[config.mk]
export PLATFORM = sky130hd
export DESIGN_NAME = product_arbiter
export DESIGN_NICKNAME = d
export VERILOG_FILES = /design/src/rtl/product_arbiter_pkg.sv /design/src/rtl/product_arbiter_fifo.sv /design/src/rtl/product_arbiter.sv
export SDC_FILE = /design/constraint.sdc
export NUM_CORES = 1
export LEC_CHECK = 0
export CORE_AREA = 2 2 603 605
export CTS_CLUSTER_DIAMETER = 60
export DETAILED_ROUTE_END_ITERATION = 7
export DIE_AREA = 0 0 605 607
export GPL_TIMING_DRIVEN = 0
export MAX_ROUTING_LAYER = met4
export SLEW_MARGIN = 20
export SYNTH_ARGS = -nofsm -noshare
export SYNTH_HDL_FRONTEND = slang
export SYNTH_HIERARCHICAL = 1
export SYNTH_SLANG_ARGS = --single-unit
[constraint.sdc]
create_clock -name clk -period 6.2 [get_ports clk]
set_clock_uncertainty 0.05 [all_clocks]
set_input_delay 0.93 -clock clk [delete_from_list [all_inputs] [get_ports clk]]
set_output_delay 0.93 -clock clk [all_outputs]
set_load 0.02 [all_outputs]
[src/rtl/product_arbiter_pkg.sv]
// rtl/product_arbiter_pkg.sv - shared types and sizing helpers for product_arbiter
package product_arbiter_pkg;

    localparam int PA_NUM_REQ    = 4;
    localparam int PA_FIFO_DEPTH = 4;
    localparam int ID_W          = $clog2(PA_NUM_REQ);
    localparam int CREDIT_W      = $clog2(PA_FIFO_DEPTH + 1);

    typedef logic [ID_W-1:0] id_t;

    typedef struct packed {
        logic valid;
        id_t  id;
    } tag_t;

    function automatic int out_width(input int float_en, input int data_width);
        return (float_en != 0) ? data_width : 2 * data_width;
    endfunction

    function automatic int credit_width(input int depth);
        return $clog2(depth + 1);
    endfunction

endpackage

[src/rtl/product_arbiter_fifo.sv]
// rtl/product_arbiter_fifo.sv - synchronous result FIFO, no fall-through (push visible next cycle)
module product_arbiter_fifo #(
    parameter int WIDTH = 8,
    parameter int DEPTH = 4
) (
    input  logic             clk,
    input  logic             rst_n,
    input  logic             i_push,
    input  logic [WIDTH-1:0] i_push_data,
    input  logic             i_pop,
    output logic [WIDTH-1:0] o_pop_data,
    output logic             o_full,
    output logic             o_empty
);

    localparam int PW   = (DEPTH > 1) ? $clog2(DEPTH) : 1;
    localparam int CNTW = $clog2(DEPTH + 1);

    logic [WIDTH-1:0] r_mem [DEPTH];
    logic [PW-1:0]    r_wr_ptr;
    logic [PW-1:0]    r_rd_ptr;
    logic [CNTW-1:0]  r_count;
    logic             w_do_push;
    logic             w_do_pop;

    assign o_full     = (r_count == CNTW'(DEPTH));
    assign o_empty    = (r_count == '0);
    assign w_do_push  = i_push & ~o_full;
    assign w_do_pop   = i_pop & ~o_empty;
    assign o_pop_data = r_mem[r_rd_ptr];

    always_ff @(posedge clk) begin
        if (w_do_push) begin
            r_mem[r_wr_ptr] <= i_push_data;
        end
    end

    always_ff @(posedge clk or negedge rst_n) begin
        if (!rst_n) begin
            r_wr_ptr <= '0;
            r_rd_ptr <= '0;
            r_count  <= '0;
        end else begin
            if (w_do_push) begin
                r_wr_ptr <= (r_wr_ptr == PW'(DEPTH - 1)) ? '0 : r_wr_ptr + PW'(1);
            end
            if (w_do_pop) begin
                r_rd_ptr <= (r_rd_ptr == PW'(DEPTH - 1)) ? '0 : r_rd_ptr + PW'(1);
            end
            if (w_do_push && !w_do_pop) begin
                r_count <= r_count + CNTW'(1);
            end else if (!w_do_push && w_do_pop) begin
                r_count <= r_count - CNTW'(1);
            end
        end
    end

endmodule

[src/rtl/product_arbiter.sv]
// rtl/product_arbiter.sv - round-robin share of one product lane array, credit-protected result FIFO
// Optional grant/stall counters under PRODUCT_ARBITER_STATS_EN.
module product_arbiter
    import product_arbiter_pkg::*;
#(
    parameter int NUM_REQ     = PA_NUM_REQ,
    parameter int FLOAT       = 1,
    parameter int DATA_WIDTH  = 32,
    parameter int PARALLELISM = 4,
    parameter int DELAY       = 2,
    parameter int FIFO_DEPTH  = PA_FIFO_DEPTH,
    localparam int OW         = out_width(FLOAT, DATA_WIDTH),
    localparam int BEAT_W     = PARALLELISM * DATA_WIDTH,
    localparam int RES_W      = PARALLELISM * OW
) (
    input  logic                        clk,
    input  logic                        rst_n,
    input  logic [NUM_REQ-1:0]          req_valid,
    output logic [NUM_REQ-1:0]          req_ready,
    input  logic [NUM_REQ*BEAT_W-1:0]   req_a,
    input  logic [NUM_REQ*BEAT_W-1:0]   req_b,
    output logic                        prod_valid,
    output logic [BEAT_W-1:0]           prod_a,
    output logic [BEAT_W-1:0]           prod_b,
    output logic                        prod_ready,
    input  logic [RES_W-1:0]            prod_res,
    input  logic                        prod_res_valid,
    output logic                        res_valid,
    input  logic                        res_ready,
    output logic [RES_W-1:0]            res_data,
    output logic [$clog2(NUM_REQ)-1:0]  res_id,
    output logic                        tag_err
`ifdef PRODUCT_ARBITER_STATS_EN
    ,
    output logic [31:0]                 grant_cnt [NUM_REQ],
    output logic [31:0]                 stall_cnt
`endif
);

    localparam int CW = credit_width(FIFO_DEPTH);
    localparam int FW = RES_W + ID_W;

    logic [CW-1:0]  r_credits;
    id_t            r_rr_ptr;
    tag_t           r_tag [DELAY];
    logic           r_tag_err;

    logic           w_any;
    logic           w_issue;
    logic           w_pop;
    logic           w_push;
    logic           w_full;
    logic           w_empty;
    id_t            w_grant;
    id_t            w_idx;
    logic [FW-1:0]  w_fifo_out;

    // Scan from farthest to nearest so the first valid at/after rr_ptr wins.
    always_comb begin
        w_any   = 1'b0;
        w_grant = r_rr_ptr;
        w_idx   = r_rr_ptr;
        for (int k = NUM_REQ - 1; k >= 0; k--) begin
            w_idx = id_t'((int'(r_rr_ptr) + k) % NUM_REQ);
            if (req_valid[w_idx]) begin
                w_any   = 1'b1;
                w_grant = w_idx;
            end
        end
    end

    // rst_n gates the grant so nothing is accepted while reset is held.
    assign w_issue = rst_n & w_any & (r_credits != '0);

    always_comb begin
        req_ready = '0;
        if (w_issue) begin
            req_ready[w_grant] = 1'b1;
        end
    end

    assign prod_valid = w_issue;
    assign prod_a     = req_a[w_grant * BEAT_W +: BEAT_W];
    assign prod_b     = req_b[w_grant * BEAT_W +: BEAT_W];
    assign prod_ready = 1'b1;

    assign res_valid  = ~w_empty;
    assign w_pop      = res_valid & res_ready;
    assign w_push     = prod_res_valid & r_tag[DELAY-1].valid & ~w_full;
    assign res_data   = w_fifo_out[FW-1:ID_W];
    assign res_id     = w_fifo_out[ID_W-1:0];
    assign tag_err    = r_tag_err;

    always_ff @(posedge clk or negedge rst_n) begin
        if (!rst_n) begin
            r_credits <= CW'(FIFO_DEPTH);
            r_rr_ptr  <= '0;
            r_tag_err <= 1'b0;
            for (int s = 0; s < DELAY; s++) begin
                r_tag[s] <= '0;
            end
        end else begin
            if (w_issue && !w_pop) begin
                r_credits <= r_credits - CW'(1);
            end else if (!w_issue && w_pop) begin
                r_credits <= r_credits + CW'(1);
            end
            if (w_issue) begin
                r_rr_ptr <= (w_grant == id_t'(NUM_REQ - 1)) ? '0 : w_grant + id_t'(1);
            end
            r_tag[0].valid <= w_issue;
            r_tag[0].id    <= w_grant;
            for (int s = 1; s < DELAY; s++) begin
                r_tag[s] <= r_tag[s-1];
            end
            if (prod_res_valid != r_tag[DELAY-1].valid) begin
                r_tag_err <= 1'b1;
            end
        end
    end

    product_arbiter_fifo #(
        .WIDTH (FW),
        .DEPTH (FIFO_DEPTH)
    ) u_fifo (
        .clk         (clk),
        .rst_n       (rst_n),
        .i_push      (w_push),
        .i_push_data ({prod_res, r_tag[DELAY-1].id}),
        .i_pop       (w_pop),
        .o_pop_data  (w_fifo_out),
        .o_full      (w_full),
        .o_empty     (w_empty)
    );

`ifdef PRODUCT_ARBITER_STATS_EN
    logic [31:0] r_grant_cnt [NUM_REQ];
    logic [31:0] r_stall_cnt;

    always_ff @(posedge clk or negedge rst_n) begin
        if (!rst_n) begin
            for (int r = 0; r < NUM_REQ; r++) begin
                r_grant_cnt[r] <= '0;
            end
            r_stall_cnt <= '0;
        end else begin
            if (w_issue && (r_grant_cnt[w_grant] != '1)) begin
                r_grant_cnt[w_grant] <= r_grant_cnt[w_grant] + 32'd1;
            end
            if (w_any && (r_credits == '0) && (r_stall_cnt != '1)) begin
                r_stall_cnt <= r_stall_cnt + 32'd1;
            end
        end
    end

    assign grant_cnt = r_grant_cnt;
    assign stall_cnt = r_stall_cnt;
`endif

endmodule

==> results of run 1 <==
## cell usage after synthesis, drive strengths merged
master,number
edfxtp,520
nand2,514
a21oi,512
a22oi,256
buf,188
mux4,130
dfrtp,18
clkbuf,13
ha,12
inv,10
and2,7
nor2,7
mux2,6
nor2b,6
nor3,4
xor2,4
fa,2
nor3b,2
nor4,2
o21a,2
o31ai,2
or2,2
xnor2,2
a211o,1
a21o,1
and3b,1
conb,1
dfstp,1
mux2i,1
## kinds of logic after synthesis
group | count (synthesis)
AO/OA/AOI/OAI | 774
AND/OR/NAND/NOR | 545
flip-flops | 539
buffers and inverters | 211
multiplexers | 137
adder cells (fa/ha/maj) | 14
XOR/XNOR | 6
other | 1
## power by group through the flow
stage	Clock, W	Sequential, W	Combinational [W]
after global routing	0.00363	0.00458	0.0202
after CTS	0.00354	0.00455	0.0200
after detailed placement	0	0.00463	0.0200
after floorplan	0	0.00464	0.00863
final	0.00341	0.00455	0.0195
after global placement	0	0.00473	0.0199
## layout make-up
cell class,instances,share of cell area (%)
flip-flops and latches,539,29.7
inverters,10,0.0833
clock buffers,60,2.62
plain buffers,201,3.01
multi-input cells,1477,21.9
well taps,4794,11.1
clock inverters,43,0.749
repair buffers,1576,29.6
diodes,260,1.20
## repair_timing
action                     in CTS  in global routing
setup endpoints to repair      29                  0
setup buffers                   0                  0
resized for setup              32                  0
## how the worst max path moves through the flow
stage / endpoint
finish: prod_b[21]
global route: prod_b[117]
CTS: prod_b[117]
detailed placement: prod_a[112]
global placement: u_fifo/r_mem[3][82]
floorplan: u_fifo/r_mem[3][0]
## placed cells by master (no fill, tap or decap), types with 33 or more instances in the layout
cell type	count
clkdlybuf4s50_1	1532
edfxtp_1	520
nand2_1	514
a21oi_1	278
diode_2	260
a21oi_2	234
a22oi_2	205
mux4_2	130
buf_2	117
clkbuf_16	56
a22oi_1	51
buf_6	38
buf_12	33
## state kept, by name, summed over array words and instances, names as in the netlist
register         count
tag_err              1
u_fifo/r_wr_ptr      2
r_credits            3
u_fifo/r_count       3
u_fifo/r_rd_ptr      2
u_fifo/r_mem       520
r_rr_ptr             2
r_tag                6
## stage by stage
stage / setup slack [ps] / TNS (ps) / power [W] / area [um^2]
final: 98.4 / 0 / 0.0274 / 54100
after global routing: 3.44 / 0 / 0.0284 / 54000
after CTS: 63.7 / 0 / 0.0281 / 53400
after detailed placement: -976 / -10900 / 0.0246 / 51600
after global placement: -3300 / -1585220 / 0.0246 / 51000
after floorplan: 1080 / 0 / 0.0133 / 29500
## routing by layer
metal,part of all wire (%),wire length (um)
met2,48,162000
met5,0,0
met3,12,40100
met1,35,118000
met4,5.6,19200
==> impl_metrics.ini, run 1 <==
[outcome]
outcome = completed

[synth]
synth_xor_xnor_area_share_pct = 0.178
avgSynthCellArea_um2 = 13.3
syn_area_um2 = 29500
synth_top_family_by_area = compound AO/OA/AOI/OAI gates
netlist.area_leader.share_pct = 52.9
synth_seq_cells = 539
syn-num-nets = 3401
yosys.area_share.adder_pct = 0.644
synth-simple-area-share_pct = 7.17
yosys_warnings = 6
synth.largest_area_cell = edfxtp_1
synth_compound_area_share_pct = 21.7
ys_seq_area_share_pct = 54.5
synthMuxAreaShare_pct = 10.2
synth_cells = 2227
synthTopCellsByArea = edfxtp_1 53%, mux4_2 9.9%, a22oi_2 8.5%
yosysUniqueCellTypes = 40

[clock_network]
cts_root_buffer = clkbuf_16
clk_path_buf_depth = 3
hold_buffers = 0
htreeDepth = 2
clkTransAtPathRegs_ps = 70
cts.sinks = 539
cts_buffers = 55
cts_tree = built
worstSkewPairLatency_ps = 660

[grt]
use_met3_pct = 8.01
use_met1_pct = 18.8
grt.met2_usage_pct = 29.8
antenna_found_initial = 312
grt_pass1_wl_mm = 397
grt_overflow = 0
grt_pass1_vias = 28024
grt_max_degree = 45
grt.busiest_layer = met2
grt_usage_pct = 18.2

[sta]
slew_viol_final = 0
worst_pin_slew_ps = 1180
setup_viol = 0
max_slew_margin_pct = 21.8
period_needed_ps = 6100
rsz0062_at_grt = no
max_freq_mhz = 164
hold_viol_final = 0
hold_ws_ps = 240
fin_crit_sh_pct = 98.4

[worst_setup_path]
worstPathRequired_ps = 5220
crit_slowest_cell = clkdlybuf4s50_1
r2r-end = r_rr_ptr[1]
rrSetupSlack_ps = 3170
reg2reg_depth = 8
worstSetupPathDepth = 10
rr_startpoint = r_rr_ptr[0]
crit_buf_inv = 5
startpoint_type = input pin
worst_setup_path_end_kind = primary output
setup.worst_path.class = in -> out
crit_start = req_valid[2]
path_cells = clkdlybuf4s50_1, nor2b_1, nor3b_2, o21a_2, inv_2, buf_4, buf_2, nand2_1, a22oi_2, clkdlybuf4s50_1
cp_slowest_stage_delay_ps = 850
worst_path_most_repeated_cell = clkdlybuf4s50_1
crit_family = buffers and inverters
arrival_ps = 5120
worstPathMaxFanout = 10

[power]
power.leakage_nw = 17.2
power.share.combinational_pct = 71.0
power_density_nw_per_um2 = 507
p_sw_w = 0.0145
seqPwrFrac_pct = 16.6
max-vdd-ir-drop_v = 0.000248
swShare_pct = 52.8
clkPwrFrac_pct = 12.4
p_int_w = 0.0129

[placement]
dp_hpwl_mm = 303
gp_routability_congestion = 1.03
portBuffers = 1552
dp_cells = 8597

[floorplan]
core_area_um2 = 361000
fp.dieH_um = 607
rows = 221
die-area_um2 = 367000
io_pins = 1554
initial_core_util_pct = 8.18
die_x_um = 605

[finish]
fillCellCount = 40451
nets = 5034
drive_gt1_share_pct = 23.1
final_util_pct = 15.0
syn2layout_area_growth_pct = 83.3
seq_area_um2 = 16100
multiInputGateArea_um2 = 11800
fin_cells = 8960

[route]
drt-total-wl_mm = 339
antenna_left = 0
avgRoutedWirePerCell_um = 37.9
drc = 0
viasPerCell = 3.24
drt-initial-drc-count = 2333
first_pass_iters = 5
vias = 28992

[flow_run]
cap_violations = 0

[min_path]
holdCritPathClass = in -> async
Power figures use the tool's default switching activity.
==> inputs of run 2 (changes only) <==
Settings changed: ABC_CLOCK_PERIOD_IN_PS from default to 6200, CORE_AREA 2 2 603 605 to 2 2 613 615, CTS_BUF_LIST from default to sky130_fd_sc_hd__clkbuf_4 sky130_fd_sc_hd__clkbuf_8, DIE_AREA 0 0 605 607 to 0 0 615 617.
==> impl_metrics.ini, run 2 (synthesis gave the netlist of run 1 again) <==
[clock_network]
hold_buffers = 0
cts_setup_buffers = 0
cts_root_buffer = clkbuf_8
worstSkewPairLatency_ps = 760
clkTransAtPathRegs_ps = 70
clk_path_buf_depth = 3
cts_buffers = 85
cts.sinks = 539
ctsResizeCount = 14
cts_tree = built
htreeDepth = 3

[route]
drt-initial-drc-count = 2186
drt-total-wl_mm = 353
avgRoutedWirePerCell_um = 38.0
first_pass_iters = 5
vias = 29313
viasPerCell = 3.16
drc = 0
antenna_left = 0

[power]
power.leakage_nw = 17.2
swShare_pct = 51.0
power.share.combinational_pct = 70.0
max-vdd-ir-drop_v = 0.000204
seqPwrFrac_pct = 17.4
power_density_nw_per_um2 = 480
power_w = 0.0261
p_int_w = 0.0128
clkPwrFrac_pct = 12.6
p_sw_w = 0.0133

[sta]
slew_viol_final = 0
worst_pin_slew_ps = 1060
rsz0062_at_grt = no
hold_viol_final = 0
period_needed_ps = 6050
fin_crit_sh_pct = 97.5
worst_slack_ps = 153
max_slew_margin_pct = 29.4
fin_setup_tns_ps = 0
setup_viol = 0
max_freq_mhz = 165

[finish]
largest_register_ffs = 520
fillCellCount = 41994
seq_area_um2 = 16100
fin_area_um2 = 54400
mostFrequentLayoutCells = 1,545 x clkdlybuf4s50_1, 520 x edfxtp_1, 514 x nand2_1, 282 x a21oi_1, 230 x a21oi_2
drive_gt1_share_pct = 23.5
fin_cells = 9284
multiInputGateArea_um2 = 11800
reg.largest.list = u_fifo/r_mem: 520 flops, r_tag: 6 flops
regMostFlops = u_fifo/r_mem
syn2layout_area_growth_pct = 84.4
final_common_cell = clkdlybuf4s50_1
nets = 5058

[floorplan]
core_area_um2 = 374000
die-area_um2 = 379000
die_x_um = 615
fp.dieH_um = 617
rows = 225
io_pins = 1554
initial_core_util_pct = 7.90

[worst_setup_path]
worstPathMaxFanout = 10
crit_buf_inv = 5
arrival_ps = 5070
crit_slowest_cell = clkdlybuf4s50_1
setup.worst_path.class = in -> out
cp_slowest_stage_delay_ps = 830
path_cells = clkdlybuf4s50_1, nor2b_1, nor3b_2, o21a_2, inv_2, buf_4, buf_2, nand2_1, a22oi_2, clkdlybuf4s50_1
worst_setup_path_end_kind = primary output
startpoint_type = input pin
worstPathRequired_ps = 5220
crit_start = req_valid[2]
crit_family = buffers and inverters
worst_path_most_repeated_cell = clkdlybuf4s50_1
rr_startpoint = u_fifo/r_count[2]

[placement]
portBuffers = 1552
dp_slack_ps = -707
dpl_cell_area_um2 = 51700
gp_routability_congestion = 1.23
dp_cells = 8792
dp_hpwl_mm = 318

[min_path]
holdCritPathClass = reg -> reg
hp-start = r_tag[5]

[outcome]
outcome = completed

[grt]
grt_max_degree = 44
antenna_found_initial = 432
grt_usage_pct = 18.4
grt_overflow = 0
grt_pass1_vias = 28334
grt_pass1_wl_mm = 415

[flow_run]
cap_violations = 0
run 2: changes by cell type in the layout (fill, tap and decap cells not counted), moves of 4 or more:
cell	change
clkbuf_4	+23
a21oi_1	+4
a21oi_2	-4
clkinv_2	-7
inv_8	-4
clkbuf_2	-4
clkbuf_8	+85
clkbuf_16	-56
dlygate4sd2_1	-11
diode_2	+75
clkinv_1	+12
clkdlybuf4s50_1	+13
buf_8	-4
run 2: cell type report:
| cell class | instances | share of cell area, % |
|---|---|---|
| flip-flops and latches | 539 | 29.6 |
| clock buffers | 108 | 2.47 |
| repair buffers | 1571 | 29.3 |
| plain buffers | 200 | 2.95 |
| multi-input cells | 1477 | 21.7 |
| diodes | 335 | 1.54 |
| clock inverters | 50 | 0.892 |
| well taps | 4994 | 11.5 |
| inverters | 10 | 0.0828 |
run 2: path summary, 6_finish.rpt:
path                                             to  slack (ps)  depth (start not counted)
worst max-delay path                     prod_b[21]         150                         10
worst min-delay path                       r_tag[2]         310                          0
worst max register to register  u_fifo/r_mem[0][29]        3190                          7
worst min register to register             r_tag[2]         310                          0
max in group asynchronous                  r_tag[1]        4830                          1
min in group asynchronous                   tag_err         650                          1
run 2: power groups by stage:
stage               clock network (W)  registers [W]  logic (W)
floorplan                           0        0.00464    0.00863
global placement                    0        0.00473     0.0187
detailed placement                  0        0.00463     0.0188
CTS                           0.00341        0.00455     0.0188
global route                  0.00352        0.00458     0.0190
finish                        0.00328        0.00455     0.0183
run 2: metal layers:
| layer | routed length (um) | GRT usage (%) |
|---|---|---|
| met1 | 125000 | 18.0 |
| met2 | 166000 | 29.8 |
| met3 | 42600 | 10.3 |
| met4 | 19500 | 8.24 |
| met5 | 0 | - |
run 2: through the flow:
stage / hold slack, ps / utilization [%]
global placement: 282 / 13.7
finish: 305 / 14.6
detailed placement: 288 / 13.9
floorplan: 281 / -
CTS: 305 / 14.3
global route: 319 / 14.6
==> inputs of run 3 (changes only) <==
Settings changed: CORE_AREA 2 2 613 615 to 2 2 611 613, DIE_AREA 0 0 615 617 to 0 0 613 615, SYNTH_HIERARCHICAL 1 to default.
==> impl_metrics.ini, run 3 <==
[placement]
portBuffers = 1552
gp_routability_congestion = 1.00
dp_slack_ps = -979
dp_hpwl_mm = 307

[route]
avgRoutedWirePerCell_um = 38.1
drt-initial-drc-count = 2926
viasPerCell = 3.27
antenna_left = 0
drt-total-wl_mm = 348
vias = 29865
first_pass_iters = 6
drc = 0

[synth]
ys_seq_area_share_pct = 59.8
synth_common_cells = 772 x nand2_1, 520 x edfxtp_1, 259 x a21oi_1, 256 x a32oi_1, 130 x mux4_2
synth_compound_area_share_pct = 13.4
synth_seq_cells = 539
synthArstFlopShare_pct = 3.53
synth_top_family_by_area = compound AO/OA/AOI/OAI gates
synth_ff_type = edfxtp_1
netlist.area_leader.share_pct = 58.0
synth_xor_xnor_area_share_pct = 0.195
syn-num-nets = 3398
synthMuxAreaShare_pct = 11.0
synthTopCellsByArea = edfxtp_1 58%, mux4_2 11%, nand2_1 11%
yosysMostFrequentCell = nand2_1
avgSynthCellArea_um2 = 12.1
syn_area_um2 = 26900
synth.largest_area_cell = edfxtp_1
synth_cells = 2224
synth_edf_count = 520
yosys_warnings = 0
yosys.area_share.adder_pct = 0.707
synth-simple-area-share_pct = 11.2
yosysUniqueCellTypes = 36

[floorplan]
die-area_um2 = 377000
initial_core_util_pct = 7.26
rows = 224
core_area_um2 = 371000
fp.dieH_um = 615
io_pins = 1554
die_x_um = 613

[worst_setup_path]
crit_family = buffers and inverters
worst_setup_path_end_kind = primary output
worstPathRequired_ps = 5220
setup.worst_path.class = in -> out
path_cells = clkdlybuf4s50_1, nor2b_1, a2111oi_0, or2_1, buf_4, buf_2, buf_2, nand2_1, a32oi_2, clkdlybuf4s50_1
crit_slowest_cell = clkdlybuf4s50_1
arrival_ps = 5200
worstPathMaxFanout = 10
crit_buf_inv = 5
cp_slowest_stage_delay_ps = 820
startpoint_type = input pin

[finish]
reg.largest.list = u_fifo.r_mem: 520 flops, r_tag: 6 flops
final_common_cell = clkdlybuf4s50_1
drive_gt1_share_pct = 11.6
nets = 5046
largest_register_ffs = 520
regMostFlops = u_fifo.r_mem
fillCellCount = 41929
mostFrequentLayoutCells = 1,532 x clkdlybuf4s50_1, 772 x nand2_1, 520 x edfxtp_1, 259 x a21oi_1, 237 x a32oi_1
syn2layout_area_growth_pct = 91.3

[sta]
setup_viol = 0
slew_viol_final = 0
worst_pin_slew_ps = 1140
period_needed_ps = 6180
hold_viol_final = 0
worst_slack_ps = 21.3
fin_crit_sh_pct = 99.7
max_slew_margin_pct = 23.9
rsz0062_at_grt = no
max_freq_mhz = 162

[grt]
grt_overflow = 0
grt_pass1_vias = 28875
grt_pass1_wl_mm = 408
grt_usage_pct = 18.2
grt_max_degree = 45
antenna_found_initial = 341

[clock_network]
htreeDepth = 3
clkTransAtPathRegs_ps = 70
cts_buffers = 75
cts.sinks = 539
clk_path_buf_depth = 3
cts_setup_buffers = 0
hold_buffers = 0
cts_root_buffer = clkbuf_8
worstSkewPairLatency_ps = 710
cts_tree = built

[power]
power_w = 0.00965
power.leakage_nw = 15.8
max-vdd-ir-drop_v = 0.000124
power_density_nw_per_um2 = 187

[min_path]
holdCritPathClass = reg -> reg

[outcome]
outcome = completed

[flow_run]
cap_violations = 0
## run 3: cell count changes in the layout (fill, tap and decap cells not counted), moves of 13 or more
cell / before / now
a32oi_2: 0 / 17
clkdlybuf4s50_1: 1545 / 1532
nand2_1: 514 / 772
clkbuf_1: 10 / 41
buf_2: 116 / 101
buf_6: 37 / 3
a32oi_1: 0 / 237
a22oi_2: 202 / 0
a21oi_2: 230 / 0
buf_12: 31 / 7
a21oi_1: 282 / 259
clkbuf_2: 0 / 25
a22oi_1: 54 / 0
diode_2: 335 / 218
## run 3: power by group
part           internal, W  switching (W)
logic              0.00118        0.00157
registers          0.00399    0.000000898
clock network      0.00143        0.00149
## run 3: final cells by class
type	count	area (um^2)	share of cell area (%)
Sequential cell	539	16100	31.3
Timing Repair Buffer	1571	16000	31.1
Multi-Input combinational cell	1476	10000	19.5
Tap cell	4972	6220	12.1
Clock buffer	88	1140	2.22
Buffer	200	1030	2.01
Antenna cell	218	546	1.06
Clock inverter	50	392	0.761
Inverter	9	41.3	0.0802
## run 3: routing by layer
layer / routed length, um / track usage (%) / vias up
li1: - / - / 12122
met1: 131000 / 19.8 / 14920
met2: 165000 / 29.5 / 2211
met3: 34000 / 6.55 / 612
met4: 17100 / 8.53 / 0
met5: 0 / - / -
## run 3: cells by family after synthesis
family                   Yosys count
flip-flops                       539
AND/OR/NAND/NOR                  796
AO/OA/AOI/OAI                    526
multiplexers                     133
other                              1
adder cells (fa/ha/maj)           14
buffers and inverters            209
XOR/XNOR                           6
## run 3: worst paths after layout
| check | from | end | slack, ps | cells past startpoint |
|---|---|---|---|---|
| max in group asynchronous | rst_n | r_tag[4] | 4830 | 1 |
| setup / recovery | req_valid[3] | prod_b[62] | 20 | 10 |
| min in group asynchronous | rst_n | u_fifo.r_rd_ptr[1] | 680 | 1 |
| setup reg to reg | r_rr_ptr[1] | r_rr_ptr[1] | 2890 | 8 |
| hold reg to reg | r_tag[4] | r_tag[1] | 290 | 0 |
| hold / removal | r_tag[4] | r_tag[1] | 290 | 0 |
## run 3: worst register-to-register path, stage by stage (launching register included)
cell and delay [ps]:
dfrtp_1 450, nor2b_1 160, a2111oi_0 400, or2_1 320, buf_4 440, buf_4 390, buf_4 400, ha_1 340
mux2_2 270
## run 3: through the flow
step / instances / TNS [ps] / util (%) / hold WS (ps) / cell area, um^2
after floorplan: 2224 / 0 / - / 281 / 26900
after global placement: 8748 / -1436500 / 13.1 / 282 / 48700
after detailed placement: 8767 / -32850 / 13.3 / 286 / 49200
after CTS: 8905 / 0 / 13.7 / 294 / 50900
after global routing: 9084 / 0 / 13.9 / 294 / 51400
final: 9123 / 0 / 13.9 / 293 / 51500
## run 3: what timing repair did
item / 4_1_cts / 5_1_grt
setup endpoints to repair: 130 / 4
resized for setup: 72 / 5
cloned: 0 / 0
pin swaps: 0 / 0
